### src/rtl/spi_ram_pkg.sv
// rtl/spi_ram_pkg.sv - shared geometry, command bit and state encoding for the SPI RAM bridge
package spi_ram_pkg;

    localparam int ADDR_W        = 7;
    localparam int WORD_A_W      = 5;
    localparam int LANES         = 4;
    localparam int CMD_WRITE_BIT = 7;
    localparam int SCK_MIN_DIV   = 8;

    typedef enum logic [2:0] {
        IDLE     = 3'd0,
        CMD      = 3'd1,
        WR_DATA  = 3'd2,
        RD_FETCH = 3'd3,
        RD_DATA  = 3'd4,
        IGNORE   = 3'd5
    } state_t;

endpackage

### src/rtl/spi_ram_bridge_if.sv
// rtl/spi_ram_bridge_if.sv - RAM32 port bundle between the bridge (master) and the RAM macro (slave)
interface spi_ram_bridge_if;
    import spi_ram_pkg::*;

    logic                   ram_en;
    logic [WORD_A_W-1:0]    ram_a;
    logic [LANES-1:0]       ram_we;
    logic [8*LANES-1:0]     ram_di;
    logic [8*LANES-1:0]     ram_do;

    modport master (
        output ram_en,
        output ram_a,
        output ram_we,
        output ram_di,
        input  ram_do
    );

    modport slave (
        input  ram_en,
        input  ram_a,
        input  ram_we,
        input  ram_di,
        output ram_do
    );

endinterface

### src/rtl/spi_ram_sync.sv
// rtl/spi_ram_sync.sv - 2-FF synchronizer with rise/fall pulses derived from the synchronized value
module spi_ram_sync (
    input  logic clk,
    input  logic rst_n,
    input  logic din,
    output logic dout,
    output logic rise,
    output logic fall
);

    logic meta;
    logic sync;
    logic prev;

    // Two flops for metastability, a third to remember the last synchronized value.
    // Reset to 0 so that a pin held low through reset never produces a fall pulse.
    always_ff @(posedge clk) begin
        if (!rst_n) begin
            meta <= 1'b0;
            sync <= 1'b0;
            prev <= 1'b0;
        end else begin
            meta <= din;
            sync <= meta;
            prev <= sync;
        end
    end

    assign dout = sync;
    assign rise = sync & ~prev;
    assign fall = ~sync & prev;

endmodule

### src/rtl/spi_ram_bridge.sv
// rtl/spi_ram_bridge.sv - SPI mode-0 slave that writes/reads RAM32 with auto-incrementing byte addresses (optional reads: SPI_RAM_READ_EN)
module spi_ram_bridge
    import spi_ram_pkg::*;
(
    input  logic                clk,
    input  logic                rst_n,
    input  logic                spi_sck,
    input  logic                spi_cs_n,
    input  logic                spi_mosi,
    output logic                spi_miso,
    spi_ram_bridge_if.master    ram,
    output logic                busy
);

    logic sck_unused_level;
    logic sck_rise;
    logic sck_fall;
    logic cs_s;
    logic cs_unused_rise;
    logic cs_fall;
    logic mosi_s;
    logic mosi_unused_rise;
    logic mosi_unused_fall;

    spi_ram_sync u_sync_sck (
        .clk   (clk),
        .rst_n (rst_n),
        .din   (spi_sck),
        .dout  (sck_unused_level),
        .rise  (sck_rise),
        .fall  (sck_fall)
    );

    spi_ram_sync u_sync_cs (
        .clk   (clk),
        .rst_n (rst_n),
        .din   (spi_cs_n),
        .dout  (cs_s),
        .rise  (cs_unused_rise),
        .fall  (cs_fall)
    );

    spi_ram_sync u_sync_mosi (
        .clk   (clk),
        .rst_n (rst_n),
        .din   (spi_mosi),
        .dout  (mosi_s),
        .rise  (mosi_unused_rise),
        .fall  (mosi_unused_fall)
    );

    state_t                 state, state_n;
    logic [2:0]             cnt, cnt_n;
    logic [7:0]             rx, rx_n;
    logic [ADDR_W-1:0]      addr, addr_n;
    logic                   en_q, en_n;
    logic [WORD_A_W-1:0]    a_q, a_n;
    logic [LANES-1:0]       we_q, we_n;
    logic [8*LANES-1:0]     di_q, di_n;
    logic [7:0]             rx_shift;
    logic                   byte_done;

`ifdef SPI_RAM_READ_EN
    logic [7:0]             tx, tx_n;
    logic                   ph, ph_n;
    logic                   skip, skip_n;
`else
    logic                   unused_ram_do;
    assign unused_ram_do = ^ram.ram_do;
`endif

    assign rx_shift  = {rx[6:0], mosi_s};
    assign byte_done = sck_rise && (cnt == 3'd7);

    // State and datapath registers; RAM pins are registered so each access is a clean one-clk pulse.
    always_ff @(posedge clk) begin
        if (!rst_n) begin
            state <= IDLE;
            cnt   <= 3'd0;
            rx    <= 8'd0;
            addr  <= '0;
            en_q  <= 1'b0;
            a_q   <= '0;
            we_q  <= '0;
            di_q  <= '0;
`ifdef SPI_RAM_READ_EN
            tx    <= 8'd0;
            ph    <= 1'b0;
            skip  <= 1'b0;
`endif
        end else begin
            state <= state_n;
            cnt   <= cnt_n;
            rx    <= rx_n;
            addr  <= addr_n;
            en_q  <= en_n;
            a_q   <= a_n;
            we_q  <= we_n;
            di_q  <= di_n;
`ifdef SPI_RAM_READ_EN
            tx    <= tx_n;
            ph    <= ph_n;
            skip  <= skip_n;
`endif
        end
    end

    // Next-state and next-RAM-cycle logic; a high CS overrides everything, including a byte completing.
    always_comb begin
        state_n = state;
        cnt_n   = cnt;
        rx_n    = rx;
        addr_n  = addr;
        en_n    = 1'b0;
        a_n     = a_q;
        we_n    = '0;
        di_n    = '0;
`ifdef SPI_RAM_READ_EN
        tx_n    = tx;
        ph_n    = ph;
        skip_n  = skip;
`endif
        if (state != IDLE && cs_s) begin
            state_n = IDLE;
            cnt_n   = 3'd0;
`ifdef SPI_RAM_READ_EN
            ph_n    = 1'b0;
            skip_n  = 1'b0;
`endif
        end else begin
            case (state)
                IDLE: begin
                    // Only a real high-to-low CS edge starts a frame.
                    if (cs_fall) begin
                        state_n = CMD;
                        cnt_n   = 3'd0;
                    end
                end
                CMD: begin
                    if (sck_rise) begin
                        rx_n  = rx_shift;
                        cnt_n = cnt + 3'd1;
                    end
                    if (byte_done) begin
                        addr_n = rx_shift[ADDR_W-1:0];
                        if (rx_shift[CMD_WRITE_BIT]) begin
                            state_n = WR_DATA;
                        end else begin
`ifdef SPI_RAM_READ_EN
                            state_n = RD_FETCH;
                            en_n    = 1'b1;
                            a_n     = rx_shift[ADDR_W-1:2];
                            ph_n    = 1'b0;
`else
                            state_n = IGNORE;
`endif
                        end
                    end
                end
                WR_DATA: begin
                    if (sck_rise) begin
                        rx_n  = rx_shift;
                        cnt_n = cnt + 3'd1;
                    end
                    if (byte_done) begin
                        en_n   = 1'b1;
                        a_n    = addr[ADDR_W-1:2];
                        we_n   = {{(LANES-1){1'b0}}, 1'b1} << addr[1:0];
                        di_n   = {LANES{rx_shift}};
                        addr_n = addr + 7'd1;
                    end
                end
`ifdef SPI_RAM_READ_EN
                RD_FETCH: begin
                    // Phase 0 is the enable cycle; phase 1 sees ram_do and captures the lane.
                    if (!ph) begin
                        ph_n = 1'b1;
                    end else begin
                        ph_n    = 1'b0;
                        tx_n    = ram.ram_do[{addr[1:0], 3'b000} +: 8];
                        skip_n  = 1'b1;
                        addr_n  = addr + 7'd1;
                        state_n = RD_DATA;
                    end
                end
                RD_DATA: begin
                    // The fall right after a load already presents bit 7, so it does not shift.
                    if (sck_fall) begin
                        if (skip) begin
                            skip_n = 1'b0;
                        end else begin
                            tx_n = {tx[6:0], 1'b0};
                        end
                    end
                    if (sck_rise) begin
                        cnt_n = cnt + 3'd1;
                    end
                    if (byte_done) begin
                        state_n = RD_FETCH;
                        en_n    = 1'b1;
                        a_n     = addr[ADDR_W-1:2];
                        ph_n    = 1'b0;
                    end
                end
`endif
                IGNORE: begin
                    state_n = IGNORE;
                end
                default: begin
                    state_n = IDLE;
                end
            endcase
        end
    end

    assign ram.ram_en = en_q;
    assign ram.ram_a  = a_q;
    assign ram.ram_we = we_q;
    assign ram.ram_di = di_q;
    assign busy       = (state != IDLE);

`ifdef SPI_RAM_READ_EN
    assign spi_miso = (state == RD_FETCH || state == RD_DATA) ? tx[7] : 1'b0;
`else
    assign spi_miso = 1'b0;
`endif

endmodule
### src/flat_wrapper.sv
// flat-port wrapper written by rule: the top's interface ports become plain ports
module spi_ram_bridge_flat import spi_ram_pkg::*;
  (clk, rst_n, spi_sck, spi_cs_n, spi_mosi, spi_miso, busy, ram_ram_en, ram_ram_a, ram_ram_we, ram_ram_di, ram_ram_do);
  spi_ram_bridge_if ram_i ();
  input  logic clk;
  input  logic rst_n;
  input  logic spi_sck;
  input  logic spi_cs_n;
  input  logic spi_mosi;
  output logic spi_miso;
  output logic busy;
  output wire logic [$bits(ram_i.ram_en)-1:0] ram_ram_en;
  output wire logic [$bits(ram_i.ram_a)-1:0] ram_ram_a;
  output wire logic [$bits(ram_i.ram_we)-1:0] ram_ram_we;
  output wire logic [$bits(ram_i.ram_di)-1:0] ram_ram_di;
  input wire logic [$bits(ram_i.ram_do)-1:0] ram_ram_do;
  assign ram_ram_en = ram_i.ram_en;
  assign ram_ram_a = ram_i.ram_a;
  assign ram_ram_we = ram_i.ram_we;
  assign ram_ram_di = ram_i.ram_di;
  assign ram_i.ram_do = ram_ram_do;
  spi_ram_bridge u_core (.clk(clk), .rst_n(rst_n), .spi_sck(spi_sck), .spi_cs_n(spi_cs_n), .spi_mosi(spi_mosi), .spi_miso(spi_miso), .ram(ram_i), .busy(busy));
endmodule
### config.mk
export PLATFORM = sky130hd
export DESIGN_NAME = spi_ram_bridge_flat
export DESIGN_NICKNAME = d
export VERILOG_FILES = /design/src/rtl/spi_ram_pkg.sv /design/src/rtl/spi_ram_bridge_if.sv /design/src/rtl/spi_ram_sync.sv /design/src/rtl/spi_ram_bridge.sv /design/src/flat_wrapper.sv
export SDC_FILE = /design/constraint.sdc
export NUM_CORES = 1
export LEC_CHECK = 0
export ABC_AREA = 1
export CORE_ASPECT_RATIO = 1.2
export CORE_MARGIN = 5
export CORE_UTILIZATION = 40
export CTS_CLUSTER_DIAMETER = 100
export DETAILED_ROUTE_END_ITERATION = 6
export PLACE_DENSITY = 0.74
export SLEW_MARGIN = 20
export SYNTH_ARGS = -nofsm -noshare
export SYNTH_HDL_FRONTEND = slang
export SYNTH_SLANG_ARGS = --single-unit
### constraint.sdc
create_clock -name clk -period 1.4 [get_ports clk]
set_input_delay 0.14 -clock clk [delete_from_list [all_inputs] [get_ports clk]]
set_output_delay 0.14 -clock clk [all_outputs]
set_load 0.03 [all_outputs]
==> results of run 1 <==
-- path summary, 6_finish.rpt --
kind	end	slack, ns
max	busy	0.02
min	u_core.u_sync_sck.meta	0.36
max reg2reg	u_core.rx[3]	0.04
min reg2reg	u_core.u_sync_mosi.dout	0.41
-- cells in the final DEF, fill, tap and decap left out, drive strengths merged --
master / count
clkbuf: 5
ha: 3
inv: 41
dlygate4sd2: 42
nor3: 7
nand3: 13
a21oi: 13
o21ai: 27
conb: 1
nand2: 49
buf: 20
clkdlybuf4s50: 4
nor2: 38
dfxtp: 46
clkinv: 2
clkinvlp: 1
o21bai: 1
-- kinds of logic after synthesis --
logic type / share of synthesized area, %
simple gates: 24.65
flops: 44.69
buf+inv: 18.58
fa+ha+maj: 1.822
other cells: 0.1820
compound gates: 10.08
-- power groups by stage --
stage               combinational, mW  clock (mW)  sequential (mW)
global placement                0.104           0             1.36
CTS                             0.119       0.835             1.34
finish                          0.124       0.811             1.34
global route                    0.138       0.890             1.34
floorplan                      0.0709           0             1.36
detailed placement              0.107           0             1.37
-- sequential cells by signal, summed over array words and instances, names as in the netlist, 3 cells and up --
| name | count |
|---|---|
| u_core.addr | 7 |
| u_core.ram.ram_a | 5 |
| u_core.rx | 7 |
| u_core.state | 3 |
| u_core.ram.ram_we | 4 |
| u_core.cnt | 3 |
| u_core.ram.ram_di | 8 |
-- stage by stage --
stage	TNS [ns]	instance area, um^2
floorplan	0	2061
global placement	-0.1089	2482
detailed placement	-0.5648	2482
CTS	0	2711
global route	-0.1357	2716
finish	0	2716
-- cell type report --
cell class / instances / share of cell area [%]
flip-flops and latches: 46 / 34.13
multi-input cells: 152 / 31.78
repair buffers: 66 / 22.34
inverters: 41 / 5.666
well taps: 60 / 2.764
clock buffers: 5 / 2.533
clock inverters: 3 / 0.7830
-- per-layer routing --
| metal | GRT usage [%] | up-vias | part of all wire [%] |
|---|---|---|---|
| met1 | 13.77 | 791 | 38 |
| met2 | 26.94 | 52 | 53 |
| met3 | 3.750 | 6 | 7.4 |
| met5 | 0 | - | 0 |
| met4 | 4.769 | 0 | 1.4 |
| li1 | - | 885 | - |
-- worst max-delay path: cells and delay by family (launching register included) --
family                 cells  cell delay [ns]
buffers and inverters      3             0.38
DFF                        1             0.35
and+or+nand+nor            2             0.22
-- what timing repair did --
action	4_1_cts	5_1_grt
endpoints found under the hold margin	0	0
resized for setup	68	11
endpoints found under the setup margin	71	27
cloned	2	0
pin swaps	10	9
setup buffers	7	3
hold buffers	0	0
==> results.cfg, run 1 <==
[run_status]
status = complete, no violations

[setup_path]
critPathLaunchType = flop
path_cells = nor2_4 > buf_12 > nand2_4 > buf_6 > buf_12
worstPathRequired_ns = 1.26
path_max_fanout = 3
cpPeakStageDelay_ns = 0.35
arrival_ns = 1.24
end_kind = primary output
crit_slowest_cell = dfxtp_2
r2r_start = u_core.state[2]
crit_top_cell = buf_12
critPathLaunch = u_core.state[2]
path_class = flop to primary output
ff2ff_path_depth = 8

[yosys]
synth.top_cells.by_count = 46 x dfxtp_1, 40 x nand2_1, 38 x inv_1
syn-num-nets = 309
yosysSeqAreaShare_pct = 44.69
yosysWarnings = 0
synth_area_per_cell_um2 = 7.661
synthTopCellsByArea = dfxtp_1 45%, buf_4 9.1%, nand2_1 7.3%
synth_cell_types = 23
post-synth-top-count-cell = dfxtp_1
syn_inst = 269
ys.flop_type = dfxtp_1
ys_seq_elements = 46
yosysTopAreaCell = dfxtp_1
synth_edf_count = 0
synth_top_area_share_pct = 44.69
async_flop_share_pct = 0
syn-cell-area_um2 = 2061

[layout]
area_growth_pct = 31.82
fillCellCount = 474
drive_above_1_share_pct = 21.09
fin_cells = 373
fin_nets = 352
final-seq-area_um2 = 927.1
diodes = 0
fin_util_pct = 54.60
multiInputGateArea_um2 = 863.3

[pwr]
p_switching_mw = 0.5432
pwr-share-clk_pct = 35.7
pwr-share-comb_pct = 5.5
p_int_mw = 1.730
ir_drop_v = 0.0005748
sw_frac_of_total_pct = 23.89
cellPowerDensity_nw_per_um2 = 836.9
leakagePower_nw = 1.433
seq_power_share_pct = 58.8
power_mw = 2.273

[sta]
max_freq_mhz = 722.3
hold_ws_ns = 0.3578
rsz0062_at_grt = true
skew_ns = 0.01160
setup_viol = 0
period_share_pct = 98.89
layout_setup_ws_ns = 0.01549
final.min_clock_period_ns = 1.385
report.final.slew_viol_count = 0
finalHoldViolCount = 0

[place]
place_inst = 356
dp_slack_ns = -0.09530
hpwlAfterDp_um = 3032
routabilityCongestion = 0.8582
port_buffers = 47

[global_route]
first_global_vias = 1621
grt_pass1_wl_um = 7086
grt_max_degree = 16
antenna_found_initial = 0
track_usage_pct = 13.90
grt_overflow = 0

[die]
fp.dieArea_um2 = 6693
io_pins = 81
die_y_um = 88.63
core_um2 = 4975
row_count = 28
die_w_um = 75.52
initial_core_util_pct = 41.42

[clocking]
cts_buffers = 5
cts-root-buf = clkbuf_8
clkSlewWorstSetupHoldPaths_ns = 0.08
tritoncts = built
cts_max_level = 2
numClockSinks = 46
cts_buffer_depth = 2
clk_latency_ns = 0.31

[routing]
wire_per_inst_um = 11.84
wl_um = 4418
first_pass_iters = 4
vias = 1734
ant_nets = 0
drcViolationCount = 0
via_per_inst = 4.649
drtIter0Drc = 125

[worst_hold_path]
min_from = spi_sck
worstHoldPathType = primary input to flop
hold_depth = 3

[run]
drv_cap = 0
No activity file was read; power rests on OpenSTA's default activity.
==> run 2: changes to the inputs <==
- PLACE_DENSITY: 0.74 -> unset
- PLACE_DENSITY_LB_ADDON: unset -> 0.08
- RECOVER_POWER: unset -> 25
==> run 2 against run 1 <==
  * Die area stayed put
  * Sequential share of layout area decreased by 0.30 points
  * Utilization rose by 0.48 points
  * Critical endpoint is now u_core.rx[0]
  * Largest cell class unchanged
  * Largest power group unchanged
  * Highest routed layer unchanged
==> results.cfg, run 2 (synthesis results as in run 1) <==
[run_status]
status = complete, no violations

[routing]
drtIter0Drc = 54
ant_nets = 0
wire_per_inst_um = 11.14
drcViolationCount = 0
wl_um = 4145
via_per_inst = 4.543
vias = 1690
first_pass_iters = 3

[sta]
period_share_pct = 98.80
rsz0062_at_grt = true
hold_ws_ns = 0.3680
skew_ns = 0.004842
report.final.slew_viol_count = 0
setup_viol = 0
finalHoldViolCount = 0
final.min_clock_period_ns = 1.383
max_freq_mhz = 723.0

[layout]
multiInputGateArea_um2 = 879.6
layout_common_cells = 43 x dfxtp_1, 42 x dlygate4sd2_1, 38 x nand2_1, 37 x inv_1, 26 x nor2_1
final-seq-area_um2 = 927.1
diodes = 0
fin_nets = 352
fin_util_pct = 55.08
drive_above_1_share_pct = 22.44
fillCellCount = 506
final_common_cell = dfxtp_1
largest_register_ffs = 8
area_growth_pct = 32.97

[setup_path]
path_max_fanout = 6
arrival_ns = 1.62
r2r_end = u_core.rx[0]
critPathLaunchType = flop
path_class = flop to flop
r2r_start = u_core.state[0]
worstPathRequired_ns = 1.64
end_kind = flop
ff2ff_path_depth = 8
r2r_slack_ns = 0.02

[run]
drv_cap = 0

[worst_hold_path]
min_from = spi_sck
hold_depth = 3
hold_end = u_core.u_sync_sck.meta
worstHoldPathType = primary input to flop

[die]
core_um2 = 4975
die_w_um = 75.52
die_y_um = 88.63
row_count = 28
io_pins = 81
fp.dieArea_um2 = 6693
initial_core_util_pct = 41.42

[place]
hpwlAfterDp_um = 3048
port_buffers = 47
routabilityCongestion = 0.7728

[clocking]
clkSlewWorstSetupHoldPaths_ns = 0.08
cts_buffers = 5
cts_max_level = 2
clk_latency_ns = 0.29
tritoncts = built
numClockSinks = 46
hold_buffers = 0
cts_buffer_depth = 2
cts-root-buf = clkbuf_8

[pwr]
cellPowerDensity_nw_per_um2 = 896.4
p_switching_mw = 0.5098
pwr-share-clk_pct = 40.7
sw_frac_of_total_pct = 20.76
p_int_mw = 1.946
ir_drop_v = 0.0005447
pwr-share-comb_pct = 4.9
leakagePower_nw = 1.415
seq_power_share_pct = 54.4

[global_route]
track_usage_pct = 13.23
grt_pass1_wl_um = 6762
antenna_found_initial = 0
grt_max_degree = 16
grt_overflow = 0
first_global_vias = 1584
==> run 2: worst max path at each step <==
stage / startpoint / cells past startpoint / to
CTS: u_core.cnt[0] / 7 / u_core.ram.ram_a[2]
global route: u_core.state[0] / 8 / u_core.rx[1]
finish: u_core.state[0] / 8 / u_core.rx[0]
floorplan: u_core.cnt[0] / 9 / u_core.addr[5]
global placement: u_core.cnt[0] / 7 / u_core.addr[4]
detailed placement: u_core.cnt[0] / 7 / u_core.addr[4]
==> run 2: cell type report <==
| class | count | area share [%] |
|---|---|---|
| sequential | 46 | 33.84 |
| clock inverter | 1 | 1.096 |
| multi-input combinational | 151 | 32.10 |
| tap | 60 | 2.740 |
| timing repair buffer | 67 | 21.42 |
| inverter | 41 | 5.799 |
| clock buffer | 6 | 3.014 |
==> run 2: power groups by stage <==
stage	combinational, mW	clock (mW)	sequential, mW
5_1_grt	0.137	1.07	1.34
6_report	0.121	0.999	1.34
3_3_place_gp	0.0991	0	1.37
2_1_floorplan	0.0709	0	1.36
3_5_place_dp	0.0995	0	1.37
4_1_cts	0.103	1.02	1.34
==> run 2: through the flow <==
stage / cells / setup TNS (ns) / power, mW / setup slack, ns / cell area (um^2)
global placement: 356 / -0.1176 / 1.464 / -0.07191 / 2457
detailed placement: 356 / -0.2551 / 1.465 / -0.06809 / 2457
CTS: 365 / 0 / 2.462 / 0.007886 / 2581
finish: 372 / 0 / 2.456 / 0.01679 / 2740
global route: 372 / -0.6476 / 2.547 / -0.06278 / 2740
floorplan: 269 / 0 / 1.433 / 0.08922 / 2061
==> run 2: worst max-delay path, stage by stage (launching register included) <==
cell,delay [ns]
dfxtp_4,0.36
nor2_4,0.19
nand2_4,0.12
nand2_4,0.11
nand2_4,0.07
nor2_4,0.19
buf_6,0.13
o21ai_0,0.06
nor2_1,0.08
==> run 2: per-layer routing <==
metal	global-route usage, %	vias up	wire [um]
met5	0	-	0
met3	3.864	6	241
met4	5.564	0	70
li1	-	892	-
met2	23.33	30	2056
met1	14.53	762	1778
==> run 2: repair_timing <==
item | 4_1_cts | 5_1_grt
endpoints found under the hold margin | 0 | 0
gates resized for setup | 55 | 39
pin swaps | 1 | 11
buffers inserted | 1 | 7
cloned | 1 | 0
setup endpoints to repair | 61 | 31
==> run 3: changes to the inputs <==
- SLEW_MARGIN: 20 -> unset
==> results of run 3 <==
Final layout, timing and power as in run 2 (identical DEF).
